===== src/rtl/rv_pkg.sv =====
// rtl/rv_pkg.sv - shared encodings and pipeline register layouts for the memory stage
package rv_pkg;

  localparam logic [2:0] DM_B  = 3'b000;
  localparam logic [2:0] DM_H  = 3'b001;
  localparam logic [2:0] DM_W  = 3'b010;
  localparam logic [2:0] DM_BU = 3'b100;
  localparam logic [2:0] DM_HU = 3'b101;

  localparam logic [1:0] RU_ALU = 2'b00;
  localparam logic [1:0] RU_MEM = 2'b01;
  localparam logic [1:0] RU_PC4 = 2'b10;

  typedef enum logic {IDLE = 1'b0, REQ = 1'b1} mem_state_t;

  typedef struct packed {
    logic        valid;
    logic [31:0] alu_res;
    logic [31:0] rs2;
    logic [31:0] pc4;
    logic [4:0]  rd;
    logic        dm_write;
    logic [2:0]  dm_ctrl;
    logic [1:0]  ru_src;
    logic        ru_write;
  } ex_mem_t;

  typedef struct packed {
    logic        valid;
    logic [31:0] alu_res;
    logic [31:0] dm_data;
    logic [31:0] pc4;
    logic [4:0]  rd;
    logic [1:0]  ru_src;
    logic        ru_write;
    logic        misalign;
  } mem_wb_t;

  // dm_ctrl[1:0] carries the access size; unused size codes behave as a word
  function automatic logic is_misaligned(input logic [2:0] dm_ctrl, input logic [1:0] a);
    logic m;
    case (dm_ctrl[1:0])
      2'b00:   m = 1'b0;
      2'b01:   m = a[0];
      default: m = (a != 2'b00);
    endcase
    return m;
  endfunction

endpackage


===== src/rtl/load_store_align.sv =====
// rtl/load_store_align.sv - byte-lane steering for stores and lane select/extension for loads
module load_store_align
  import rv_pkg::*;
(
  input  logic [1:0]  addr_lo,
  input  logic [2:0]  dm_ctrl,
  input  logic [31:0] rs2,
  input  logic [31:0] rdata,
  output logic [3:0]  be,
  output logic [31:0] wdata,
  output logic [31:0] load_data,
  output logic        misalign
);

  logic [31:0] lane;

  always_comb begin
    lane      = rdata >> {addr_lo, 3'b000};
    misalign  = is_misaligned(dm_ctrl, addr_lo);
    be        = 4'b1111;
    wdata     = rs2;
    load_data = lane;
    case (dm_ctrl)
      DM_B: begin
        be        = 4'b0001 << addr_lo;
        wdata     = {4{rs2[7:0]}};
        load_data = {{24{lane[7]}}, lane[7:0]};
      end
      DM_BU: begin
        be        = 4'b0001 << addr_lo;
        wdata     = {4{rs2[7:0]}};
        load_data = {24'b0, lane[7:0]};
      end
      DM_H: begin
        be        = 4'b0011 << addr_lo;
        wdata     = {2{rs2[15:0]}};
        load_data = {{16{lane[15]}}, lane[15:0]};
      end
      DM_HU: begin
        be        = 4'b0011 << addr_lo;
        wdata     = {2{rs2[15:0]}};
        load_data = {16'b0, lane[15:0]};
      end
      default: ;
    endcase
  end

endmodule


===== src/rtl/ex_mem_stage.sv =====
// rtl/ex_mem_stage.sv - EX/MEM register, data-memory handshake FSM and MEM/WB register
module ex_mem_stage
  import rv_pkg::*;
#(
  parameter int XLEN = 32
) (
  input  logic            clk,
  input  logic            rst,
  input  logic            validIn,
  input  logic            flushIn,
  input  logic [XLEN-1:0] alu_resIn,
  input  logic [XLEN-1:0] RS2In,
  input  logic [XLEN-1:0] incrementPCIn,
  input  logic [4:0]      rdIn,
  input  logic            dm_writeIn,
  input  logic [2:0]      dm_ctrlIn,
  input  logic [1:0]      ru_data_srcIn,
  input  logic            ru_writeIn,
  output logic            stallOut,
  output logic            dmem_req,
  output logic            dmem_we,
  output logic [XLEN-1:0] dmem_addr,
  output logic [XLEN-1:0] dmem_wdata,
  output logic [3:0]      dmem_be,
  input  logic            dmem_ack,
  input  logic [XLEN-1:0] dmem_rdata,
  output logic            validOut,
  output logic [XLEN-1:0] alu_resOut,
  output logic [XLEN-1:0] dm_dataOut,
  output logic [XLEN-1:0] incrementPCOut,
  output logic [4:0]      rdOut,
  output logic [1:0]      ru_data_srcOut,
  output logic            ru_writeOut,
  output logic            misalignOut
);

  mem_state_t state_q, state_d;
  ex_mem_t    ex_q, ex_d;
  mem_wb_t    wb_q, wb_d;

  logic [3:0]  be;
  logic [31:0] wdata;
  logic [31:0] load_data;
  logic        misalign;
  logic        mem_op;
  logic        ack_now;
  logic        in_valid;
  logic        in_mem_op;

  load_store_align u_align (
    .addr_lo   (ex_q.alu_res[1:0]),
    .dm_ctrl   (ex_q.dm_ctrl),
    .rs2       (ex_q.rs2),
    .rdata     (dmem_rdata),
    .be        (be),
    .wdata     (wdata),
    .load_data (load_data),
    .misalign  (misalign)
  );

  always_comb begin
    mem_op    = ex_q.valid & (ex_q.dm_write | (ex_q.ru_src == RU_MEM));
    ack_now   = (state_q == REQ) & dmem_ack;
    stallOut  = (state_q == REQ) & ~dmem_ack;
    in_valid  = validIn & ~flushIn;
    // misaligned ops never enter REQ; they retire in one cycle flagged
    in_mem_op = in_valid & (dm_writeIn | (ru_data_srcIn == RU_MEM))
              & ~is_misaligned(dm_ctrlIn, alu_resIn[1:0]);

    ex_d    = ex_q;
    state_d = state_q;
    if (!stallOut) begin
      ex_d.valid    = in_valid;
      ex_d.alu_res  = alu_resIn;
      ex_d.rs2      = RS2In;
      ex_d.pc4      = incrementPCIn;
      ex_d.rd       = rdIn;
      ex_d.dm_write = dm_writeIn;
      ex_d.dm_ctrl  = dm_ctrlIn;
      ex_d.ru_src   = ru_data_srcIn;
      ex_d.ru_write = ru_writeIn;
      state_d       = in_mem_op ? REQ : IDLE;
    end

    wb_d = '0;
    if (!stallOut) begin
      wb_d.valid    = ex_q.valid;
      wb_d.alu_res  = ex_q.alu_res;
      wb_d.dm_data  = ack_now ? load_data : 32'b0;
      wb_d.pc4      = ex_q.pc4;
      wb_d.rd       = ex_q.rd;
      wb_d.ru_src   = ex_q.ru_src;
      wb_d.ru_write = ex_q.valid & ex_q.ru_write & ~ex_q.dm_write & ~(mem_op & misalign);
      wb_d.misalign = mem_op & misalign;
    end
  end

  always_ff @(posedge clk) begin
    if (rst) begin
      state_q <= IDLE;
      ex_q    <= '0;
      wb_q    <= '0;
    end else begin
      state_q <= state_d;
      ex_q    <= ex_d;
      wb_q    <= wb_d;
    end
  end

  assign dmem_req       = (state_q == REQ);
  assign dmem_we        = dmem_req & ex_q.dm_write;
  assign dmem_addr      = {ex_q.alu_res[31:2], 2'b00};
  assign dmem_wdata     = wdata;
  assign dmem_be        = dmem_req ? be : 4'b0000;

  assign validOut       = wb_q.valid;
  assign alu_resOut     = wb_q.alu_res;
  assign dm_dataOut     = wb_q.dm_data;
  assign incrementPCOut = wb_q.pc4;
  assign rdOut          = wb_q.rd;
  assign ru_data_srcOut = wb_q.ru_src;
  assign ru_writeOut    = wb_q.ru_write;
  assign misalignOut    = wb_q.misalign;

endmodule


===== config.mk =====
export PLATFORM = sky130hd
export DESIGN_NAME = ex_mem_stage
export DESIGN_NICKNAME = d
export VERILOG_FILES = /design/src/rtl/rv_pkg.sv /design/src/rtl/load_store_align.sv /design/src/rtl/ex_mem_stage.sv
export SDC_FILE = /design/constraint.sdc
export NUM_CORES = 1
export LEC_CHECK = 0
export CORE_UTILIZATION = 46
export DETAILED_ROUTE_END_ITERATION = 16
export PLACE_DENSITY_LB_ADDON = 0.08
export SLEW_MARGIN = 20
export SYNTH_ARGS = -nofsm -noshare
export SYNTH_HDL_FRONTEND = slang
export SYNTH_SLANG_ARGS = --single-unit

===== constraint.sdc =====
create_clock -name clk -period 2.91 [get_ports clk]
set_input_delay 0.582 -clock clk [delete_from_list [all_inputs] [get_ports clk]]
set_output_delay 0.582 -clock clk [all_outputs]
set_load 0.005 [all_outputs]

* Word-level counts from Yosys, hierarchy flattened
Cells that the tools add are included.
Word-level totals: flip-flop bits (word level) 216, input bits 145, output and inout port bits 177
Cells by class: eq/ne operators 7, shifts and indexed selects 3, muxes and demuxes 7, bitwise logic cells 19, reductions and logical operators 9
Operators with widths (number):
- 32-bit case mux with 4 select lines | 1
- 32-bit case mux with 2 select lines | 1
- 32-bit by 5-bit right shift with 32-bit output | 1
- 1-bit bitwise AND | 11
- 2-bit by 1-bit == test with 1-bit output (second input constant) | 4
- 4-bit case mux with 2 select lines | 1
- 3-bit == test (second input constant) | 2
- 1-bit inverter | 6
- 2-bit OR reduction | 3
- 2-bit logical NOT | 2
- 4-bit 2-to-1 mux | 1
- 1-bit case mux with 2 select lines | 2
- 2-bit nonzero test | 2
- 1-bit by 2-bit << shifter with 4-bit output (first input constant) | 1
- 2-bit by 2-bit << shifter with 4-bit output (first input constant) | 1
- 3-bit by 1-bit == test with 1-bit output (second input constant) | 1
- 3-bit logical NOT | 1
- 3-bit OR reduction | 1
- 1-bit OR | 2
- 1-bit 2-to-1 mux | 1

* Logic depth before layout (Yosys ltp)
Gate-level depths: netlist of the first run.
depth after elaboration 6, depth in mapped cells 7, mapped depth without buffers 4

* Hierarchy
A second synthesis of the first run with hierarchy kept.
Unflattened totals: cell total of the unflattened synthesis 937, area, all modules 8256.7 um2
By module, submodules not included:
- ex_mem_stage | instances 1, cells each 748, area each 7035.5 um2, seq. area each 4324.1 um2
- load_store_align | instances 1, cells each 189, area each 1221.2 um2, seq. area each 0.0 um2

* Worst setup path after synthesis of the first run
Ideal clock, no wire load.
kind register to output, start point register ex_q[4] (netlist bit), end point output port dmem_wdata[10], arrival 1.175 ns, data required time 2.328 ns, setup slack 1.153 ns, cell stages (with the launch flop) 5, path through dfxtp_1 > clkbuf_1 > or2_2 > buf_2 > mux2_2
On the way: word-level cells in the longest chain between the ends 3
Ends and longest elaborated chain:
- from (decl) | RTL line ex_mem_stage.sv:38 | ex_mem_t ex_q, ex_d;
- from (signal assigned) | RTL line ex_mem_stage.sv:101 | ex_q <= '0;
- from (signal assigned) | RTL line ex_mem_stage.sv:105 | ex_q <= ex_d;
- 3-bit by 1-bit == test with 1-bit output, or another cell as far along | RTL line load_store_align.sv:23 | case (dm_ctrl)
- 2-bit OR reduction (no source line)
- 32-bit case mux with 2 select lines (*) | RTL line load_store_align.sv:23
- to (decl) | RTL line ex_mem_stage.sv:23 | output logic [XLEN-1:0] dmem_wdata,
Every way passes the cells marked *; elsewhere a longest branch is shown, timed or not.

* Worst setup path after layout of the first run
start point register ex_q[3] (netlist bit), end point output port dmem_be[3]
On the way: word-level cells in the longest chain between the ends 4
Ends and longest elaborated chain:
- 3-bit by 1-bit == test with 1-bit output, or another cell as far along | RTL line load_store_align.sv:23
- 2-bit OR reduction (no source line)
- 4-bit case mux with 2 select lines (*) | RTL line load_store_align.sv:23
- 4-bit 2-to-1 mux (*) | RTL line ex_mem_stage.sv:114 | assign dmem_be = dmem_req ? be : 4'b0000;
- to (decl) | RTL line ex_mem_stage.sv:24 | output logic [3:0] dmem_be,
Marked as above.

==> results of run 1 <==
-- synth_stat cells, drive strengths merged --
library cell	n	share of area
mux2i	23	0.029
nand2b	3	0.0024
and3b	1	0.0011
o22ai	8	0.0063
and2	73	0.057
and4b	1	0.0013
nor4b	1	0.0030
nand3b	2	0.0019
buf	63	0.054
o2111a	1	0.0014
nor3	10	0.0063
mux2	25	0.036
o21ai	9	0.0057
a211oi	7	0.0066
a21oi	111	0.070
nand2	229	0.11
nor2b	6	0.0047
or2	1	0.00079
inv	2	0.00094
a21boi	1	0.00094
a221oi	10	0.015
a22oi	1	0.00094
o311ai	1	0.0033
o2bb2ai	8	0.0088
dfxtp	216	0.54
o21a	3	0.0028
nor2	16	0.0079
clkbuf	39	0.018
conb	1	0.00047
o2111ai	1	0.0011
-- registers in the layout, summed over array words and instances (netlist names) --
name            flops
ex_q               79
alu_resOut         32
dm_dataOut         32
incrementPCOut     32
dmem_addr          30
rdOut               5
ru_data_srcOut      2
dmem_req            1
misalignOut         1
ru_writeOut         1
validOut            1
-- metrics by stage --
stage               instance area, sq um  worst slack [ns]  power [mW]
floorplan                           7965             1.153       3.557
global placement                   11010            0.4262       4.011
detailed placement                 11010            0.4055       4.022
CTS                                11730            0.2440       6.800
global route                       11730            0.1896       6.986
finish                             11730            0.2817       6.731
-- critical path, stage by stage (launching register included) --
cell	delay, ns
dfxtp_1	0.31
buf_4	0.21
nor2_1	0.29
nor2b_1	0.09
o21a_1	0.18
clkdlybuf4s50_1	0.47
-- layout make-up --
type / instances / area, sq um
Tap cell: 220 / 275.3
Timing Repair Buffer: 335 / 3336
Multi-Input combinational cell: 554 / 3068
Inverter: 2 / 10.01
Fill cell: 1363 / 5030
Sequential cell: 216 / 4324
Clock buffer: 32 / 649.4
Clock inverter: 7 / 67.56
-- worst paths after layout --
kind | startpoint | endpoint | cells past startpoint
setup / recovery | ex_q[3] | dmem_be[3] | 5
hold / removal | ex_q[30] | ex_q[30] | 2
setup reg to reg | ex_q[77] | dm_dataOut[21] | 4
hold reg to reg | ex_q[30] | ex_q[30] | 2
-- power by group --
part           total, mW  internal (mW)  switching, mW
Clock               2.78           1.64           1.14
Sequential          3.16           3.09         0.0675
Combinational      0.796          0.485          0.312
-- per-layer routing --
layer / vias to the layer above / global-route usage / routed length (microns)
met5: - / 0 / 0
met4: 0 / 0.08396 / 765
met3: 49 / 0.07839 / 2123
met2: 250 / 0.4158 / 10860
met1: 3063 / 0.2922 / 8825
li1: 3342 / - / -
-- cells by family (layout without fill, tap and decap cells) --
| family | count (synthesis) | count (layout) | synth area share |
|---|---|---|---|
| and+or+nand+nor | 343 | 343 | 0.1946 |
| other | 1 | 2 | 0.0004710 |
| buffers and inverters | 104 | 376 | 0.07355 |
| DFF | 216 | 216 | 0.5431 |
| muxes | 48 | 48 | 0.06522 |
| AOI/OAI and AO/OA | 161 | 161 | 0.1231 |
==> results.md, run 1 <==
- Pleak: approximately 4.6 nW
- Crit-path max FO: 15
- Final-stage net count: 1276
- Core Util, Final: 0.6999
- # H-tree levels: 1
- Diode count: 0
- Routed via count: roughly 6700
- Cell Area, Synth: between 7000 and 8000 sq um
- CTS tree: built
- IO Port Bufs: around 320
- Hold slack final: between 0.4 and 0.5 ns
- #FFs+latches synth: ~220
- Post-cts sizing count: 0
- Worst Skew: a little under 0.005 ns
- Area grow syn2layout: 47.34%
- Period minus WS final: around 2.6 ns
- Final period utilization: 0.9032
- Post-CTS setup buffers: 0
- Setup Crit Path Kind: reg2out
- Slew Limit Fails: 0
- Status: completed
- DRT Pass-1 Iters: 4
- Die area: between 15000 and 20000 sq um
- CP Launch Type: flop
- Core area: about 17000 sq um
- Worst reg-to-reg setup slack: 0.76 ns
- WL final: about 23 mm
- Vias per std cell: 4.908
- DRC: 0
- PD cells: 573.8 nW/um^2
- Hold Vio Cnt, Final: 0
- CP Capture Type: output pin
- GR Util All Layers: 0.2454
- Final Setup Violations: 0
- ANT nets after route: 0
- Max IR drop VDD: around 0.54 mV
- Initial antenna violation count: 0
- Layout cells sized above 1: 0.07417
- CTS sink count: approximately 220
- WL/cell: 16.53 microns
- Worst-path clk slew: approximately 0.060 ns
- Commonest cells after routing, fill and taps aside: 318 x clkdlybuf4s50_1, 229 x nand2_1, 216 x dfxtp_1
- Largest net degree at the start of global routing: approximately 110
- Critical Path AT: a little over 2 ns
- First-pass GRT wire length: 34.64 mm
- DR iter-0 viols: around 320
- Starting Density: 0.4750
- Commonest non-fill, non-tap cell in the layout: clkdlybuf4s50_1
- Grt ovf: 0
- Post-Route Setup TNS: 0 ns
- RSZ-0062 raised after global routing: false
- Ports: 322
- Fmax: ~380 MHz
- MaxCap Viol Count: 0
- Synth Instances: slightly below 900
- Number of global-route vias before repair: approximately 6500
- Rel. slew slack: 0.4258
- Clk Tree Root Cell: clkbuf_16
- Mapped Avg Cell Area: around 9 sq um
- Synth warnings: 0
- Row cnt: between 40 and 50
- Seq/Total Area, Yosys: 0.5431
- WP data required: 2.33 ns
- Total CTS buffers: 22
- Die H: 133.6 microns
- Die Width: 133.6 microns
- RD Place Congestion: 0.7939
- Library cells used by synthesis: 36
- Slew @ Worst Pin: approximately 0.86 ns
- Inst Count DP: between 1000 and 1500
- Worst min path class: reg2reg
- CTS Buffer Depth: 3
- Hold Buf Count CTS: 0
- HPWL Detailed: between 15 and 20 mm
- Insertion delay to the later sink of the worst-skew pair: around 0.49 ns
- Layout Cells excl Fill: around 1400
(Power assumes the default switching activity.)
==> inputs of run 2 (changes only) <==
--- a/config.mk
+++ b/config.mk
@@ -8,6 +8,7 @@
 export CORE_UTILIZATION = 46
 export DETAILED_ROUTE_END_ITERATION = 16
 export PLACE_DENSITY_LB_ADDON = 0.08
+export SKIP_CTS_REPAIR_TIMING = 1
 export SLEW_MARGIN = 20
 export SYNTH_ARGS = -nofsm -noshare
 export SYNTH_HDL_FRONTEND = slang
==> results of run 2 <==
Final layout, timing and power as in run 1 (identical DEF).
==> RTL change 1 (settings of run 1) <==
Remove the case item `DM_B` of the case on `dm_ctrl`.
--- a/src/rtl/load_store_align.sv
+++ b/src/rtl/load_store_align.sv
@@ -22,9 +22,4 @@
     load_data = lane;
     case (dm_ctrl)
-      DM_B: begin
-        be        = 4'b0001 << addr_lo;
-        wdata     = {4{rs2[7:0]}};
-        load_data = {{24{lane[7]}}, lane[7:0]};
-      end
       DM_BU: begin
         be        = 4'b0001 << addr_lo;
Formal check against the unedited RTL: not equivalent (Yosys sat finds a counterexample within 4 cycles, from zero or initial values and one cycle with rst high).
==> RTL change 1 against run 1 <==
  * Total power grew 2.1%
  * Count of clock-buffer cells in the layout is the same
  * Setup slack lost 0.14 ns
  * Design area shrank 0.38%
  * Synthesized area shrank 1.4%
  * Routed wire length shrank 2.5%
  * Sequential cell count is the same
  * Worst hold slack gained 0.0012 ns
  * Critical endpoint is now dmem_wdata[15]
==> RTL change 1: results (changes against run 1) <==
Power and ir drop
  – Clock power frac: 42.6% (was 41.2%)
  – Pleak: 4.672 nW (was 4.636 nW)
  – Worst vdd ir: 0.0004466 V (was 0.0005401 V)
  – P_sw: 1.518 mW (was 1.517 mW)
  – Flop pwr share: 46.0% (was 46.9%)

Layout
  – Filler instances: 1356 (was 1363)
  – Layout net count: 1294 (was 1276)
  – Share of post-route cells with drive strength above 1: 7.382% (was 7.417%)
  – Post-route insts no fill: 1387 (was 1366)

Synthesis
  – Synth top area cells: dfxtp_1 55%, nand2_1 12%, a21oi_1 8.7% (was dfxtp_1 54%, nand2_1 11%, a21oi_1 7.0%)
  – Sequential-to-total area share from yosys stat: 55.09% (was 54.31%)
  – Syn Inst Count: 894 (was 873)
  – Synth unique cells: 32 (was 36)
  – Most instantiated cells after synthesis: 241 x nand2_1, 216 x dfxtp_1, 137 x a21oi_1, 75 x and2_1, 41 x buf_4 (was 229 x nand2_1, 216 x dfxtp_1, 111 x a21oi_1, 73 x and2_1, 41 x buf_4)

Global route
  – Met3 GRT Util: 8.123% (was 7.839%)
  – Global-route track usage on met2: 41.17% (was 41.58%)
  – First-pass GRT wire length: 34120 um (was 34640 um)
  – Initial antenna violation count: 2 (was 0)
  – Largest net degree at the start of global routing: 110 (was 111)
  – Met1 Use GR: 28.18% (was 29.22%)
  – Number of global-route vias before repair: 6400 (was 6453)
  – GRT Util Overall: 24.34% (was 24.54%)

Critical path
  – R2R Setup Slk: 1.02 ns (was 0.76 ns)
  – Crit path launch: ex_q[4] (was ex_q[3])
  – Crit-path max FO: 9 (was 15)
  – RR Endpoint: dm_dataOut[30] (was dm_dataOut[21])
  – Critical Path Sink: dmem_wdata[15] (was dmem_be[3])
  – Worst reg2reg path depth: 5 (was 4)
  – Worst EP arrival: 2.18 ns (was 2.05 ns)

Placement
  – HPWL after DPL: 14760 um (was 15290 um)
  – Placed Area: 10890 sq um (was 11010 sq um)
  – Pre-CTS setup slack: 0.4344 ns (was 0.4055 ns)

Routing
  – Wire length on met2: 10600 um (was 10860 um)
  – Top routing layer in use: met4 (unchanged)
  – Drt initial violations: 305 (was 322)
  – Drt total wl: 22000 um (was 22580 um)
  – Metal3 WL: 1867 um (was 2123 um)

Hold path
  – WHS Endpoint: ex_q[32] (was ex_q[30])
  – Hold Crit Start: ex_q[32] (was ex_q[30])

Clocking
  – H-tree depth: 1 (unchanged)
  – TritonCTS Buffers: 23 (was 22)
  – Post-CTS Setup Inserts: 0 (unchanged)

Timing
  – Worst-Margin Slew: 0.6270 ns (was 0.8612 ns)
  – Final Skew: 0.008609 ns (was 0.004957 ns)
  – PnR worst setup slack: 0.1454 ns (was 0.2817 ns)
  – Final hold slack: 0.4455 ns (was 0.4444 ns)

Run status
  – Outcome: finished clean (unchanged)
RTL change 1: cell count changes in the layout (fill, tap and decap cells not counted), sizes merged, moves of 7 or more:
cell	delta
a21oi	+26
nor2	+14
nand2	+12
a221oi	-10
mux2i	-8
o22ai	-8
o2bb2ai	-8
a22oi	+7
nor3	-7
RTL change 1: cell type report:
class	instances	area (sq um)	share of cell area, %
Sequential cell	216	4327	37.03
Timing Repair Buffer	333	3341	28.59
Multi-Input combinational cell	572	2952	25.26
Clock buffer	32	669.4	5.729
Tap cell	220	275.3	2.356
Clock inverter	9	102.6	0.8780
Inverter	3	13.76	0.1178
Antenna cell	2	5.005	0.04283
RTL change 1: cells by family (layout without fill, tap and decap cells):
group                  after synthesis  after routing  synth area share [%]
other                                1              4               0.04778
multiplexers                        39             39                 5.356
flip-flops                         216            216                 55.09
AND/OR/NAND/NOR                    361            361                 20.28
AO/OA/AOI/OAI                      170            170                 11.57
buffers and inverters              107            377                 7.652
==> RTL change 2 (settings of run 1) <==
Without the edit above. Make the reset (`rst`) asynchronous in one clocked block.
--- a/src/rtl/ex_mem_stage.sv
+++ b/src/rtl/ex_mem_stage.sv
@@ -96,5 +96,5 @@
   end
 
-  always_ff @(posedge clk) begin
+  always_ff @(posedge clk or posedge rst) begin
     if (rst) begin
       state_q <= IDLE;
Behaviour: differs if rst is asserted again (counterexample within 4 cycles, from zero or initial values and one cycle with rst high); with rst held inactive, the same outputs for 4 cycles.
==> RTL change 2 against run 1 <==
  * Synthesized area grew 11%
  * Sequential cell count is the same
  * Routed wire length is essentially flat
  * Design area grew 8.7%
  * Clock skew grew 0.0062 ns
  * Setup slack lost 0.14 ns
  * Via count grew 0.72%
  * Total power grew 12%
  * Largest cell class unchanged
==> RTL change 2: results (changes against run 1) <==
Synthesis
  – Synth async-reset ratio: 100.0% (was 0%)
  – Synth top area cells: dfrtp_1 61%, nand2_1 15%, and2_1 5.1% (was dfxtp_1 54%, nand2_1 11%, a21oi_1 7.0%)
  – Most instantiated cells after synthesis: 352 x nand2_1, 216 x dfrtp_1, 72 x and2_1, 40 x buf_4, 26 x mux2i_1 (was 229 x nand2_1, 216 x dfxtp_1, 111 x a21oi_1, 73 x and2_1, 41 x buf_4)
  – Sequential-to-total area share from yosys stat: 61.35% (was 54.31%)
  – Avg Inst Size Synth: 10.03 sq um (was 9.120 sq um)
  – Most used DFF post-synth: dfrtp_1 (was dfxtp_1)

Critical path
  – Critical Path Sink: dmem_wdata[11] (was dmem_be[3])
  – Crit-path max FO: 9 (was 15)
  – R2R Setup Slk: 0.82 ns (was 0.76 ns)
  – Launch point of the worst reg-to-reg path: ex_q[77] (unchanged)
  – Worst EP arrival: 2.18 ns (was 2.05 ns)
  – RR Endpoint: dm_dataOut[21] (unchanged)
  – Crit path launch: ex_q[4] (was ex_q[3])

Routing
  – Avg WL per Cell: 16.14 um (was 16.53 um)
  – Pre-antenna DRT Iters: 5 (was 4)
  – Drt initial violations: 261 (was 322)

Layout
  – Buffer share of cell area: 26.43% (was 28.44%)
  – Clock buffers: 34 (was 32)
  – Layout net count: 1294 (was 1276)
  – Multi-input gates: 569 (was 554)
  – Non-clk bufs: 334 (was 335)
  – Filler instances: 1511 (was 1363)
  – Register Area: 5405 sq um (was 4324 sq um)
  – Final instance area: 12740 sq um (was 11730 sq um)
  – Share of post-route cells with drive strength above 1: 6.867% (was 7.417%)
  – Multi-input combinational area share: 22.51% (was 26.15%)
  – Sequential cells: 216 (unchanged)
  – Invs w/o clock: 5 (was 2)

Power and ir drop
  – Pleak: 5.939 nW (was 4.636 nW)
  – P_sw: 1.767 mW (was 1.517 mW)
  – Worst vdd ir: 0.0005780 V (was 0.0005401 V)

Placement
  – Final GP Congestion: 0.8472 (was 0.7939)
  – Placed Area: 11960 sq um (was 11010 sq um)
  – Pre-CTS setup slack: 0.4653 ns (was 0.4055 ns)

Clocking
  – Max Root-Sink Buffers: 3 (unchanged)
  – TritonCTS Buffers: 23 (was 22)
  – Post_cts resized: 0 (unchanged)

Global route
  – Number of global-route vias before repair: 6889 (was 6453)
  – First-pass GRT wire length: 35950 um (was 34640 um)
  – GRT Util Overall: 23.26% (was 24.54%)
  – Largest net degree at the start of global routing: 182 (was 111)

Hold path
  – Worst Hold Class: flip-flop to flip-flop (unchanged)

Run status
  – Outcome: finished clean (unchanged)

Timing
  – Peak Freq: 0.3615 GHz (was 0.3805 GHz)
  – Final Skew: 0.01117 ns (was 0.004957 ns)
[RTL change 2: kinds of logic (layout without fill, tap and decap cells)]
kind of cell	count (synthesis)	in the layout	synth area share, %
simple gates	467	467	22.60
flops	216	216	61.35
buf+inv	94	380	6.207
other cells	1	2	0.04257
mux	43	43	5.255
compound gates	57	57	4.545
[RTL change 2: worst min path at each step]
| stage | startpoint | to | slack, ns | depth (start not counted) |
|---|---|---|---|---|
| 3_5_place_dp | ex_q[26] | ex_q[26] | 0.45 | 2 |
| 4_1_cts | ex_q[18] | ex_q[18] | 0.46 | 2 |
| 5_1_grt | ex_q[20] | ex_q[20] | 0.47 | 2 |
| 3_3_place_gp | ex_q[43] | ex_q[43] | 0.44 | 2 |
| 2_1_floorplan | ex_q[10] | ex_q[10] | 0.43 | 2 |
| 6_report | ex_q[26] | ex_q[26] | 0.45 | 2 |
[RTL change 2: worst register-to-register path: stages (launching register included)]
cell      delay (ns)
dfrtp_1         0.41
buf_4           0.37
mux4_2          0.59
o211ai_4        0.40
o21ai_0         0.17
[RTL change 2: power by group through the flow]
stage,registers [mW],clock network (mW),logic (mW)
global route,3.38,3.18,1.32
floorplan,3.40,0,0.521
global placement,3.40,0,1.20
CTS,3.35,3.05,1.22
finish,3.35,2.99,1.20
detailed placement,3.41,0,1.21
[RTL change 2: per-layer routing]
layer / global-route usage [%] / vias to the layer above / share of wire (%)
met5: 0 / - / 0
met4: 7.808 / 0 / 3.2
met3: 7.624 / 45 / 8.9
met2: 39.84 / 248 / 48
met1: 27.52 / 3195 / 39
li1: - / 3264 / -
